`src/rtl/uart_rx_engine_if.sv`:
```
// Processor read port of the UART receive engine: address/strobe toward the engine,
// received byte and status flags back to the processor.
interface uart_rx_engine_if;
  logic [15:0] port_id;
  logic        read_strobe;
  logic [7:0]  in_port;
  logic        rx_rdy;
  logic        perr;
  logic        ferr;
  logic        ovf;
  logic        brk;

  modport master (
    output port_id, read_strobe,
    input  in_port, rx_rdy, perr, ferr, ovf, brk
  );

  modport slave (
    input  port_id, read_strobe,
    output in_port, rx_rdy, perr, ferr, ovf, brk
  );
endinterface

```
`src/rtl/uart_rx_engine.sv`:
```
// UART receiver: synchronizes rx, frames 7/8 data bits (+optional parity), and holds
// the byte and status for the processor. Define UART_RX_BREAK_EN to enable break detect.
module uart_rx_engine (
  input  logic            clk,
  input  logic            reset,
  input  logic            rx,
  input  logic [3:0]      baud_in,
  input  logic            Eight,
  input  logic            Pen,
  input  logic            OHEL,
  uart_rx_engine_if.slave bus
);

  localparam int unsigned CNT_W  = 19;
  localparam int unsigned BIT_W  = 4;
  localparam int unsigned SHR_W  = 9;
  localparam int unsigned DATA_W = 8;
  localparam int unsigned BAUD_W = 4;

  typedef enum logic [1:0] {
    IDLE  = 2'd0,
    START = 2'd1,
    DATA  = 2'd2,
    STOP  = 2'd3
  } state_e;

  state_e             state_q, state_d;
  logic               rx_meta_q, rx_s_q, rx_prev_q;
  logic [CNT_W-1:0]   cnt_q, cnt_d;
  logic [BIT_W-1:0]   bit_idx_q, bit_idx_d;
  logic [SHR_W-1:0]   bits_q, bits_d;
  logic [BAUD_W-1:0]  baud_q, baud_d;
  logic               eight_q, eight_d;
  logic               pen_q, pen_d;
  logic               ohel_q, ohel_d;
  logic               done_q, done_d;
  logic               stop_q, stop_d;

  logic [DATA_W-1:0]  data_q, data_d;
  logic               rx_rdy_q, rx_rdy_d;
  logic               perr_q, perr_d;
  logic               ferr_q, ferr_d;
  logic               ovf_q, ovf_d;

  logic [CNT_W-1:0]   full_m1;
  logic [CNT_W-1:0]   half_m1;
  logic [BIT_W-1:0]   last_idx;
  logic [DATA_W-1:0]  frame_data;
  logic               frame_par;
  logic               frame_perr;
  logic               read_clr;
  logic               take_frame;

  // Bit-time in clocks for each baud select; out-of-range selects use the fastest rate
  function automatic logic [CNT_W-1:0] bit_time(input logic [BAUD_W-1:0] sel);
    case (sel)
      4'd0:    bit_time = 19'd333333;
      4'd1:    bit_time = 19'd83333;
      4'd2:    bit_time = 19'd41667;
      4'd3:    bit_time = 19'd20833;
      4'd4:    bit_time = 19'd10417;
      4'd5:    bit_time = 19'd5208;
      4'd6:    bit_time = 19'd2604;
      4'd7:    bit_time = 19'd1736;
      4'd8:    bit_time = 19'd868;
      4'd9:    bit_time = 19'd434;
      4'd10:   bit_time = 19'd217;
      default: bit_time = 19'd109;
    endcase
  endfunction

  // Two-flop synchronizer plus one delayed copy for falling-edge detection
  always_ff @(posedge clk or negedge reset) begin
    if (!reset) begin
      rx_meta_q <= 1'b1;
      rx_s_q    <= 1'b1;
      rx_prev_q <= 1'b1;
    end else begin
      rx_meta_q <= rx;
      rx_s_q    <= rx_meta_q;
      rx_prev_q <= rx_s_q;
    end
  end

  assign full_m1  = bit_time(baud_q) - CNT_W'(1);
  assign half_m1  = (bit_time(baud_q) >> 1) - CNT_W'(1);
  assign last_idx = (eight_q ? BIT_W'(7) : BIT_W'(6)) + BIT_W'(pen_q);

  always_ff @(posedge clk or negedge reset) begin
    if (!reset) begin
      state_q   <= IDLE;
      cnt_q     <= '0;
      bit_idx_q <= '0;
      bits_q    <= '0;
      baud_q    <= '0;
      eight_q   <= 1'b0;
      pen_q     <= 1'b0;
      ohel_q    <= 1'b0;
      done_q    <= 1'b0;
      stop_q    <= 1'b1;
    end else begin
      state_q   <= state_d;
      cnt_q     <= cnt_d;
      bit_idx_q <= bit_idx_d;
      bits_q    <= bits_d;
      baud_q    <= baud_d;
      eight_q   <= eight_d;
      pen_q     <= pen_d;
      ohel_q    <= ohel_d;
      done_q    <= done_d;
      stop_q    <= stop_d;
    end
  end

  // Frame sequencer; frame format is captured at the start edge and held to the stop bit
  always_comb begin
    state_d   = state_q;
    cnt_d     = cnt_q;
    bit_idx_d = bit_idx_q;
    bits_d    = bits_q;
    baud_d    = baud_q;
    eight_d   = eight_q;
    pen_d     = pen_q;
    ohel_d    = ohel_q;
    done_d    = 1'b0;
    stop_d    = stop_q;

    case (state_q)
      IDLE: begin
        if (rx_prev_q && !rx_s_q) begin
          state_d   = START;
          cnt_d     = '0;
          bit_idx_d = '0;
          bits_d    = '0;
          baud_d    = baud_in;
          eight_d   = Eight;
          pen_d     = Pen;
          ohel_d    = OHEL;
        end
      end

      START: begin
        if (cnt_q == half_m1) begin
          cnt_d   = '0;
          state_d = rx_s_q ? IDLE : DATA;
        end else begin
          cnt_d = cnt_q + CNT_W'(1);
        end
      end

      DATA: begin
        if (cnt_q == full_m1) begin
          cnt_d  = '0;
          bits_d = bits_q | (SHR_W'(rx_s_q) << bit_idx_q);
          if (bit_idx_q == last_idx) begin
            state_d = STOP;
          end else begin
            bit_idx_d = bit_idx_q + BIT_W'(1);
          end
        end else begin
          cnt_d = cnt_q + CNT_W'(1);
        end
      end

      STOP: begin
        if (cnt_q == full_m1) begin
          cnt_d   = '0;
          stop_d  = rx_s_q;
          done_d  = 1'b1;
          state_d = IDLE;
        end else begin
          cnt_d = cnt_q + CNT_W'(1);
        end
      end

      default: state_d = IDLE;
    endcase
  end

  // Received-frame view; in 7-bit mode the parity bit sits at index 7 and must not leak into data
  assign frame_data = eight_q ? bits_q[7:0] : {1'b0, bits_q[6:0]};
  assign frame_par  = eight_q ? bits_q[8] : bits_q[7];
  assign frame_perr = pen_q & ((^frame_data ^ frame_par) != ohel_q);

  assign read_clr   = (bus.port_id == 16'h0000) && bus.read_strobe;
  // A completing frame is stored unless it would overwrite an unread byte
  assign take_frame = done_q && (!rx_rdy_q || read_clr);

  always_ff @(posedge clk or negedge reset) begin
    if (!reset) begin
      data_q   <= '0;
      rx_rdy_q <= 1'b0;
      perr_q   <= 1'b0;
      ferr_q   <= 1'b0;
      ovf_q    <= 1'b0;
    end else begin
      data_q   <= data_d;
      rx_rdy_q <= rx_rdy_d;
      perr_q   <= perr_d;
      ferr_q   <= ferr_d;
      ovf_q    <= ovf_d;
    end
  end

  always_comb begin
    data_d   = data_q;
    rx_rdy_d = rx_rdy_q;
    perr_d   = perr_q;
    ferr_d   = ferr_q;
    ovf_d    = ovf_q;

    if (take_frame) begin
      data_d   = frame_data;
      rx_rdy_d = 1'b1;
      perr_d   = frame_perr;
      ferr_d   = !stop_q;
      ovf_d    = 1'b0;
    end else if (done_q) begin
      ovf_d = 1'b1;
    end else if (read_clr) begin
      rx_rdy_d = 1'b0;
      perr_d   = 1'b0;
      ferr_d   = 1'b0;
      ovf_d    = 1'b0;
    end
  end

`ifdef UART_RX_BREAK_EN
  logic brk_q, brk_d;
  logic frame_brk;

  // Break: every sampled bit of the frame, stop included, was low
  assign frame_brk = (frame_data == '0) && (!pen_q || !frame_par) && !stop_q;

  always_ff @(posedge clk or negedge reset) begin
    if (!reset) begin
      brk_q <= 1'b0;
    end else begin
      brk_q <= brk_d;
    end
  end

  always_comb begin
    brk_d = brk_q;
    if (take_frame) begin
      brk_d = frame_brk;
    end else if (!done_q && read_clr) begin
      brk_d = 1'b0;
    end
  end

  assign bus.brk = brk_q;
`else
  assign bus.brk = 1'b0;
`endif

  assign bus.in_port = data_q;
  assign bus.rx_rdy  = rx_rdy_q;
  assign bus.perr    = perr_q;
  assign bus.ferr    = ferr_q;
  assign bus.ovf     = ovf_q;

endmodule

```
`src/flat_wrapper.sv`:
```
// flat-port wrapper written by rule: the top's interface ports become plain ports
module uart_rx_engine_flat 
  (clk, reset, rx, baud_in, Eight, Pen, OHEL, bus_port_id, bus_read_strobe, bus_in_port, bus_rx_rdy, bus_perr, bus_ferr, bus_ovf, bus_brk);
  uart_rx_engine_if bus_i ();
  input  logic clk;
  input  logic reset;
  input  logic rx;
  input  logic [3:0] baud_in;
  input  logic Eight;
  input  logic Pen;
  input  logic OHEL;
  input wire logic [$bits(bus_i.port_id)-1:0] bus_port_id;
  input wire logic [$bits(bus_i.read_strobe)-1:0] bus_read_strobe;
  output wire logic [$bits(bus_i.in_port)-1:0] bus_in_port;
  output wire logic [$bits(bus_i.rx_rdy)-1:0] bus_rx_rdy;
  output wire logic [$bits(bus_i.perr)-1:0] bus_perr;
  output wire logic [$bits(bus_i.ferr)-1:0] bus_ferr;
  output wire logic [$bits(bus_i.ovf)-1:0] bus_ovf;
  output wire logic [$bits(bus_i.brk)-1:0] bus_brk;
  assign bus_i.port_id = bus_port_id;
  assign bus_i.read_strobe = bus_read_strobe;
  assign bus_in_port = bus_i.in_port;
  assign bus_rx_rdy = bus_i.rx_rdy;
  assign bus_perr = bus_i.perr;
  assign bus_ferr = bus_i.ferr;
  assign bus_ovf = bus_i.ovf;
  assign bus_brk = bus_i.brk;
  uart_rx_engine u_core (.clk(clk), .reset(reset), .rx(rx), .baud_in(baud_in), .Eight(Eight), .Pen(Pen), .OHEL(OHEL), .bus(bus_i));
endmodule
```
`config.mk`:
```
export PLATFORM = sky130hd
export DESIGN_NAME = uart_rx_engine_flat
export DESIGN_NICKNAME = d
export VERILOG_FILES = /design/src/rtl/uart_rx_engine_if.sv /design/src/rtl/uart_rx_engine.sv /design/src/flat_wrapper.sv
export SDC_FILE = /design/constraint.sdc
export NUM_CORES = 1
export LEC_CHECK = 0
export BUFFER_PORTS_ARGS = -buffer_cell sky130_fd_sc_hd__buf_2
export CORE_MARGIN = 5
export CORE_UTILIZATION = 46
export CTS_BUF_LIST = sky130_fd_sc_hd__clkbuf_4
export DETAILED_ROUTE_END_ITERATION = 7
export SLEW_MARGIN = 5
export SYNTH_ARGS = -nofsm -noshare
export SYNTH_HDL_FRONTEND = slang
export SYNTH_SLANG_ARGS = --single-unit
```
`constraint.sdc`:
```
create_clock -name clk -period 10.3 [get_ports clk]
set_input_delay 2.06 -clock clk [delete_from_list [all_inputs] [get_ports clk]]
set_output_delay 2.06 -clock clk [all_outputs]
set_load 0.05 [all_outputs]
```
; ---- After elaboration in Yosys (flattened, before gate mapping)
; Memories as Yosys holds them, arrays and structs flattened.
; Cells that the tools add are included.
; W data, S select, Z words.
[word_totals]
ff_bits = 58
rom_bits = 576
inputBits = 27
output_inout_bits = 13
elab_cells = 93
memories = 2
[memory_table]
columns = name, depth, width, rd, rd_ports_with_merged_regs, wr, line_no
row1 = (name not given), 16, 18, 1, 0, 0, uart_rx_engine.sv:56  ; case (sel)
row2 = (name not given), 16, 18, 1, 0, 0, uart_rx_engine.sv:56
[classes]
add_sub_neg = 5
n_eq_ne = 14
shifts = 1
n_mux = 30
bitwise = 3
reduce_logical = 20
[ops]
columns = cell, n
row1 = $mux W19, 3
row2 = $pmux W19 S3, 1
row3 = $eq A19 B19 Y1, 2
row4 = $add A19 B1 Y19 const B, 1
row5 = $sub A18 B1 Y19 const B, 1
row6 = $sub A19 B1 Y19 const B, 1
row7 = $mux W9, 2
row8 = $pmux W9 S2, 1
row9 = $logic_not A16 Y1, 1
row10 = $mux W2, 6
row11 = $mux W4, 3
row12 = $mux W1, 11
row13 = $ne A2 B1 Y1 const B, 5
row14 = $or A9 B9 Y9, 1
row15 = $shl A1 B4 Y9, 1
row16 = $mux W8, 1
row17 = $pmux W2 S4, 1
row18 = $pmux W4 S2, 1
row19 = $reduce_xor A8 Y1, 1
row20 = $reduce_and A2 Y1, 3
row21 = $reduce_and A5 Y1, 1
row22 = $add A4 B1 Y4, 1
row23 = $add A4 B1 Y4 const B, 1
row24 = $eq A2 B2 Y1 const B, 2
row25 = 15 further kinds, 21

; ---- Logic depth before layout (Yosys ltp)
; Gate-level depths: netlist of run 1.
[depth]
ltp_word = 6
ltp_mapped = 18
mapped_depth_nobuf = 14

; ---- Worst setup path before layout of run 1
; No wires, ideal clock.
[synth_timing]
path_kind = reg-to-reg
startpoint = register u_core.baud_q[1]
endpoint = register u_core.stop_q
setup_time_ns = 0.085
t_arrival_ns = 4.094
required_time_ns = 10.215
setup_slack_ns = 6.121
stages_incl_launch_ff = 17
n_path_buf = 2
synth_period_minus_slack_ns = 4.179
cell_sequence = dfrtp_1 > buf_2 > buf_2 > inv_1 > ha_1 > and2b_1 > and2_1 > or2_2 > ha_1 > nor3b_1 > o32a_1 > nand3_1 > or4_1 > a2111o_1 > and4b_2 > and3_2 > mux2_1
[synth_via]
elab_chain_cells = 4
[synth_rtl]
columns = item, line_no
row1 = start: declaration, uart_rx_engine.sv:32  ; logic [BAUD_W-1:0] baud_q, baud_d;
row2 = start signal: assignment, uart_rx_engine.sv:106  ; baud_q <= baud_d;
row3 = $mem_v2 Z16 W18, --
row4 = $sub A19 B1 Y19, uart_rx_engine.sv:85  ; assign full_m1 = bit_time(baud_q) - CNT_W'(1);
row5 = $eq A19 B19 Y1, uart_rx_engine.sv:166  ; if (cnt_q == full_m1) begin
row6 = $reduce_and A2 Y1 (no line), --
row7 = end signal: assignment, uart_rx_engine.sv:111  ; stop_q <= stop_d;
row8 = end: declaration, uart_rx_engine.sv:37  ; logic stop_q, stop_d;
; Every way passes these cells.
; A chain may end at the register's enable or synchronous reset.

; ---- Worst setup path after layout of run 1
[layout_timing]
startpoint = register u_core.baud_q[1]
endpoint = register u_core.bits_q[0]
[layout_via]
elab_chain_cells = 5
[layout_rtl]
columns = item, line_no
row1 = $mem_v2 Z16 W18, --
row2 = $sub A19 B1 Y19, uart_rx_engine.sv:85
row3 = $eq A19 B19 Y1, uart_rx_engine.sv:152  ; if (cnt_q == full_m1) begin
row4 = $ne A2 B1 Y1 (no line), --
row5 = $reduce_and A3 Y1 (no line), --
row6 = end signal: assignment, uart_rx_engine.sv:105  ; bits_q <= bits_d;
row7 = end: declaration, uart_rx_engine.sv:31  ; logic [SHR_W-1:0] bits_q, bits_d;
; Every way passes these cells.

==> flow_summary.yaml, run 1 <==
global_route:
  grt_pass1_wl_um: 19500
  track_usage_pct: 19.1
  grt_antenna_before_repair: 0
  grt_pass1_vias: 3918
  grt_max_degree: 59
  overflow: 0
setup_path:
  arrival_ps: 5390
  slowest_stage: "dfrtp_1"
  crit-reg2reg-capture: "u_core.bits_q[0]"
  start_kind: "flop"
  timing.critical_path.cells: "inv_1, ha_1, and2b_1, and2_1, or2_2, ha_1, nor3b_1, o32a_1, nand2_1, nor4_1, and4_1, nand4_2, or4_1, o31ai_1"
  critPathMostFrequentCell: "ha_1"
  cp-end-kind: "flop"
  cp_max_fo: 24
  timing.setup.critical_path_class: "flop to flop"
  timing.reg2reg.worst_path_depth: 14
  reg2reg_from: "u_core.baud_q[1]"
  timing.critical_path.required_ps: 10620
  crit_path_max_incr_delay_ps: 810
  worst-r2r-setup-slack_ps: 5230
synth:
  post_synth_inst_count: 538
  synth_top_area_share_pct: 29.1
  synthesis.area_per_instance_um2: 8.63
  synth_enable_flop_cells: 0
  yosys.cell_types.count: 77
  top_area_cells_in_the_synthesized_netlist: "dfrtp_1 29%, xnor2_1 5.3%, mux2_2 3.4%, nand2_1 3.2%, ha_1 3.0%"
  syn-num-nets: 576
  ys_seq_elements: 58
  part_of_the_yosys_area_used_for_sequential_elements_pct: 31.4
  synthesis.area_um2: 4640
  yosysTopAreaCell: "dfrtp_1"
  ys.warnings.count: 0
  synth-async-reset-ratio_pct: 100
  synth_flop_cell: "dfrtp_1"
timing:
  period_needed_ps: 5070
  hold_violations: 0
  max_slew_margin_pct: 41.3
  worst_slew_pin_slew_ps: 880
  fin_crit_sh_pct: 49.3
  timing.final.ws_setup_ps: 5230
  final-max-slew-violation-count: 0
  setup_viol: 0
  clock-skew-final_ps: 13.8
  grt_setup_unrepaired: "no"
  setup_total_negative_slack_ps: 0
  clock.fmax_ghz: 0.197
  fin_hold_ws_ps: 360
cells_and_area:
  syn2layout_area_growth_pct: 6.34
  design.final.nets: 586
  final_common_cell: "dfrtp_1"
  diodes: 0
  final_core_utilization_pct: 50.3
  drive_gt1_share_pct: 17.4
  final_design_area_no_fill_um2: 4930
  leading_cell_types_in_the_layout_fill_and_taps_excluded: "54 x dfrtp_1, 39 x nand2_1, 38 x buf_2, 28 x xnor2_1, 26 x nor2_1"
clock_tree:
  post_cts_resize_count: 0
  worstSkewPairLatency_ps: 410
  tritoncts_num_sinks: 58
  post_cts_setup_repair_buffer_count: 0
  cts.clk_slew.worst_paths_ps: 110
  clock_tree_from_tritoncts: "yes"
  numCtsBuffers: 9
  ctsRootBufferMaster: "clkbuf_4"
  clock_path_buffers: 2
  clock_tree.htree_level_count: 3
  hold_buffers: 0
floorplan:
  coreArea_um2: 9820
  floorplan.die_area_um2: 12200
  ioPinCount: 40
  dieWidth_um: 110
  die_h_um: 110
  start_util_pct: 47.3
  placementRows: 36
place:
  detailed_place_hpwl_um: 8560
  dp_worst_setup_slack_ps: 5200
  gpl.final_weighted_congestion: 0.858
  numPortBuffers: 38
  post_dp_cell_area_um2: 4820
pwr:
  power_frac_clock_pct: 11.6
  sequentialPowerShare_pct: 26.5
  net_sw_share_pct: 48.7
  total_leakage_power_nw: 2.11
  comb_power_share_pct: 61.8
  netSwitchingPower_mw: 0.591
  peakVddDrop_v: 0.000165
  pwr_density_cell_nw_per_um2: 246
  p_int_mw: 0.622
hold_path:
  timing.hold.worst_path_depth: 0
  min_to: "u_core.rx_s_q"
  hold_path_class: "flop to flop"
  holdCritStartpoint: "u_core.rx_meta_q"
drt:
  drcViolationCount: 0
  detail_route.wirelength_um: 11900
  ant_nets: 0
  initialDrtViolationCount: 268
  post_drt_via_cell_ratio: 5.94
  dr.pass1.iters: 5
  vias: 4072
  avgRoutedWirePerCell_um: 17.3
outcome:
  run_status: "complete, no violations"
flow_run:
  max_cap_viol_count: 0
-- cell usage after synthesis (4+ instances only) --
cell / instances
dfrtp_1: 54
nand2_1: 39
xnor2_1: 28
nor2_1: 26
clkbuf_1: 25
nand3_1: 22
and2_1: 21
inv_1: 19
and3_1: 16
o31ai_1: 16
nor3_1: 15
o21ai_0: 15
a21oi_1: 14
mux2_2: 14
nand2b_1: 14
nor2b_1: 14
buf_2: 11
ha_1: 11
xor2_1: 10
a221oi_1: 9
a31oi_1: 8
nor3b_1: 8
o21ai_1: 7
nor4_1: 6
o21bai_1: 6
or4_1: 6
nand4_1: 5
nor4b_1: 5
a221o_1: 4
a22o_1: 4
a31o_2: 4
dfstp_2: 4
or2_2: 4
-- per-layer routing --
layer	track usage (%)	vias up	wire length (um)
li1	-	1980	-
met1	24.0	1957	5300
met2	32.4	117	5720
met3	4.54	18	598
met4	6.16	0	242
met5	0	-	0
-- power groups by stage --
stage               clock (mW)  sequential [mW]  combinational [mW]
detailed placement           0            0.327               0.746
global placement             0            0.326               0.745
floorplan                    0            0.283               0.645
finish                   0.141            0.322               0.750
CTS                      0.147            0.323               0.749
global route             0.154            0.330               0.828
-- metrics by stage --
step | std cells | power, mW
after floorplan | 538 | 0.928
after global placement | 670 | 1.07
after detailed placement | 670 | 1.07
after CTS | 686 | 1.22
after global routing | 686 | 1.31
final | 686 | 1.21
-- flip-flops by register name (all words and copies together) (netlist names), 4 cells and up, named ones only --
name                count
u_core.cnt_q           19
u_core.bits_q           9
u_core.bus.in_port      8
u_core.baud_q           4
u_core.bit_idx_q        4
-- cells by family after synthesis --
family                   count (synthesis)  synth area share [%]
AND/OR/NAND/NOR                        226                  28.1
AO/OA/AOI/OAI                          123                  19.9
buffers and inverters                   63                  6.12
flip-flops                              58                  31.4
XOR/XNOR                                38                  7.17
multiplexers                            18                  4.29
adder cells (fa/ha/maj)                 11                  2.97
other                                    1                0.0808
-- critical path: cells and delay by family (launching register included) --
family,cells,cell delay (ps)
AND/OR/NAND/NOR,9,2850
buffers and inverters,1,240
flip-flops,1,810
AO/OA/AOI/OAI,2,410
adder cells (fa/ha/maj),2,660
-- worst max-delay path by stage --
| stage | startpoint | end | slack (ps) | cells past startpoint |
|---|---|---|---|---|
| final | u_core.baud_q[1] | u_core.bits_q[0] | 5230 | 14 |
| after global routing | u_core.baud_q[1] | u_core.cnt_q[2] | 4710 | 14 |
| after CTS | u_core.baud_q[1] | u_core.cnt_q[7] | 5180 | 14 |
| after detailed placement | u_core.baud_q[1] | u_core.cnt_q[8] | 5200 | 14 |
| after global placement | u_core.baud_q[1] | u_core.cnt_q[14] | 5440 | 14 |
| after floorplan | u_core.baud_q[1] | u_core.stop_q | 6120 | 16 |
-- final cells by class --
| cell class | instances | area (um^2) |
|---|---|---|
| repair buffers | 43 | 228 |
| multi-input cells | 417 | 2900 |
| clock buffers | 9 | 67.6 |
| flip-flops and latches | 58 | 1460 |
| clock inverters | 7 | 45.0 |
| fillers | 943 | 4880 |
| inverters | 19 | 71.3 |
| well taps | 133 | 166 |
No activity file was read; power rests on OpenSTA's default activity.
==> run 2, diff against run 1 <==
==> constraint.sdc (replaced) <==
create_clock -name clk -period 5.3 [get_ports clk]
set_input_delay 1.06 -clock clk [delete_from_list [all_inputs] [get_ports clk]]
set_output_delay 1.06 -clock clk [all_outputs]
set_load 0.05 [all_outputs]
==> run 2 against run 1 <==
Against the previous run: fmax rose by 17%; sequential power rose by 98%; sequential share of layout area fell by 0.23 points; first-iteration DRC count rose by 3.7%; register-to-register slack got worse by 4200 ps; cell area rose by 0.79%; clock power rose by 130%.
==> flow_summary.yaml, run 2 (same netlist as run 1, synthesis figures left out) <==
floorplan:
  die_h_um: 110
  coreArea_um2: 9820
  placementRows: 36
  dieWidth_um: 110
  floorplan.die_area_um2: 12200
  start_util_pct: 47.3
  ioPinCount: 40
place:
  gpl.final_weighted_congestion: 0.913
  numPortBuffers: 38
  detailed_place_hpwl_um: 8840
  dp_worst_setup_slack_ps: 1000
hold_path:
  hold_path_class: "flop to flop"
clock_tree:
  hold_buffers: 0
  clock_tree_from_tritoncts: "yes"
  post_cts_setup_repair_buffer_count: 0
  ctsRootBufferMaster: "clkbuf_4"
  cts.clk_slew.worst_paths_ps: 110
  clock_path_buffers: 2
  tritoncts_num_sinks: 58
  post_cts_resize_count: 0
  worstSkewPairLatency_ps: 390
  clock_tree.htree_level_count: 3
  numCtsBuffers: 9
setup_path:
  cp-end-kind: "flop"
  start_kind: "flop"
  slowest_stage: "a21oi_4"
  crit_path_max_incr_delay_ps: 700
  worst_path_dominant_cell_family: "simple AND/OR/NAND/NOR gates"
  cp_num_buf_inv: 1
  arrival_ps: 4570
  critPathMostFrequentCell: "ha_1"
  cp_max_fo: 19
  timing.setup.critical_path_class: "flop to flop"
  timing.critical_path.cells: "inv_1, ha_1, and2b_1, and2_1, or2_2, ha_1, nor3b_1, o32a_1, nand2_1, nor4_1, and4_1, nand4_2, a21oi_4, o31ai_1"
  timing.critical_path.required_ps: 5540
cells_and_area:
  drive_gt1_share_pct: 17.8
  diodes: 0
  largest_register_ffs: 19
  top_register: "u_core.cnt_q"
  leading_cell_types_in_the_layout_fill_and_taps_excluded: "54 x dfrtp_1, 39 x nand2_1, 38 x buf_2, 28 x xnor2_1, 26 x nor2_1"
  design.final.nets: 588
  syn2layout_area_growth_pct: 7.17
  final_common_cell: "dfrtp_1"
pwr:
  comb_power_share_pct: 60.6
  net_sw_share_pct: 48.1
  sequentialPowerShare_pct: 26.2
  total_leakage_power_nw: 2.13
  pwr_density_cell_nw_per_um2: 491
  netSwitchingPower_mw: 1.17
  power_frac_clock_pct: 13.2
  peakVddDrop_v: 0.000368
  p_int_mw: 1.27
drt:
  detail_route.wirelength_um: 12000
  dr.pass1.iters: 4
  drcViolationCount: 0
  ant_nets: 0
  vias: 4122
  initialDrtViolationCount: 278
  post_drt_via_cell_ratio: 5.99
  avgRoutedWirePerCell_um: 17.5
timing:
  worst_slew_pin_slew_ps: 1080
  period_needed_ps: 4320
  clock.fmax_ghz: 0.231
  final-max-slew-violation-count: 0
  fin_crit_sh_pct: 81.6
  hold_violations: 0
  max_slew_margin_pct: 28.0
  setup_viol: 0
  setup_total_negative_slack_ps: 0
  fin_hold_ws_ps: 364
  clock-skew-final_ps: 13.8
  grt_setup_unrepaired: "no"
  timing.final.ws_setup_ps: 977
global_route:
  grt_max_degree: 59
  overflow: 0
  grt_pass1_wl_um: 20400
  grt_pass1_vias: 4057
  track_usage_pct: 19.9
  grt_antenna_before_repair: 0
outcome:
  run_status: "complete, no violations"
flow_run:
  max_cap_viol_count: 0
[run 2: changes by cell type in the layout (fill, tap and decap cells not counted)]
cell	previous run	this run
buf_4	5	7
bufinv_16	0	1
clkinv_1	1	0
clkinv_2	2	3
clkinvlp_4	3	2
[run 2: power groups by stage]
stage	Combinational, mW	Sequential [mW]	Clock [mW]
global route	1.63	0.653	0.349
floorplan	1.25	0.549	0
global placement	1.47	0.643	0
detailed placement	1.47	0.644	0
finish	1.48	0.639	0.322
CTS	1.47	0.636	0.334
[run 2: per-layer routing]
| metal | global-route usage [%] | up-vias | part of all wire (%) |
|---|---|---|---|
| met5 | 0 | - | 0 |
| met4 | 8.62 | 0 | 2.7 |
| met3 | 4.10 | 21 | 5.7 |
| met2 | 33.4 | 144 | 49 |
| met1 | 24.7 | 1971 | 43 |
| li1 | - | 1986 | - |
[run 2: layout make-up]
class	instances	area (um^2)
Clock buffer	9	67.6
Clock inverter	7	68.8
Fill cell	957	4850
Inverter	19	71.3
Multi-Input combinational cell	417	2900
Sequential cell	58	1460
Tap cell	133	166
Timing Repair Buffer	45	243
[run 2: final timing paths]
path,startpoint,end,slack [ps],depth (start not counted)
worst max register to register,u_core.baud_q[0],u_core.cnt_q[10],980,14
max in group asynchronous,reset,u_core.cnt_q[11],3990,2
min in group asynchronous,reset,u_core.bus.ovf,820,2
worst max-delay path,u_core.baud_q[0],u_core.cnt_q[10],980,14
worst min register to register,u_core.rx_meta_q,u_core.rx_s_q,360,0
worst min-delay path,u_core.rx_meta_q,u_core.rx_s_q,360,0
[run 2: metrics by stage]
step | instances | total power, mW | area, um^2 | util [%]
2_1_floorplan | 538 | 1.80 | 4640 | -
3_3_place_gp | 672 | 2.11 | 4840 | 49.3
3_5_place_dp | 672 | 2.11 | 4840 | 49.3
4_1_cts | 688 | 2.44 | 4970 | 50.6
5_1_grt | 688 | 2.64 | 4970 | 50.6
6_report | 688 | 2.44 | 4970 | 50.6
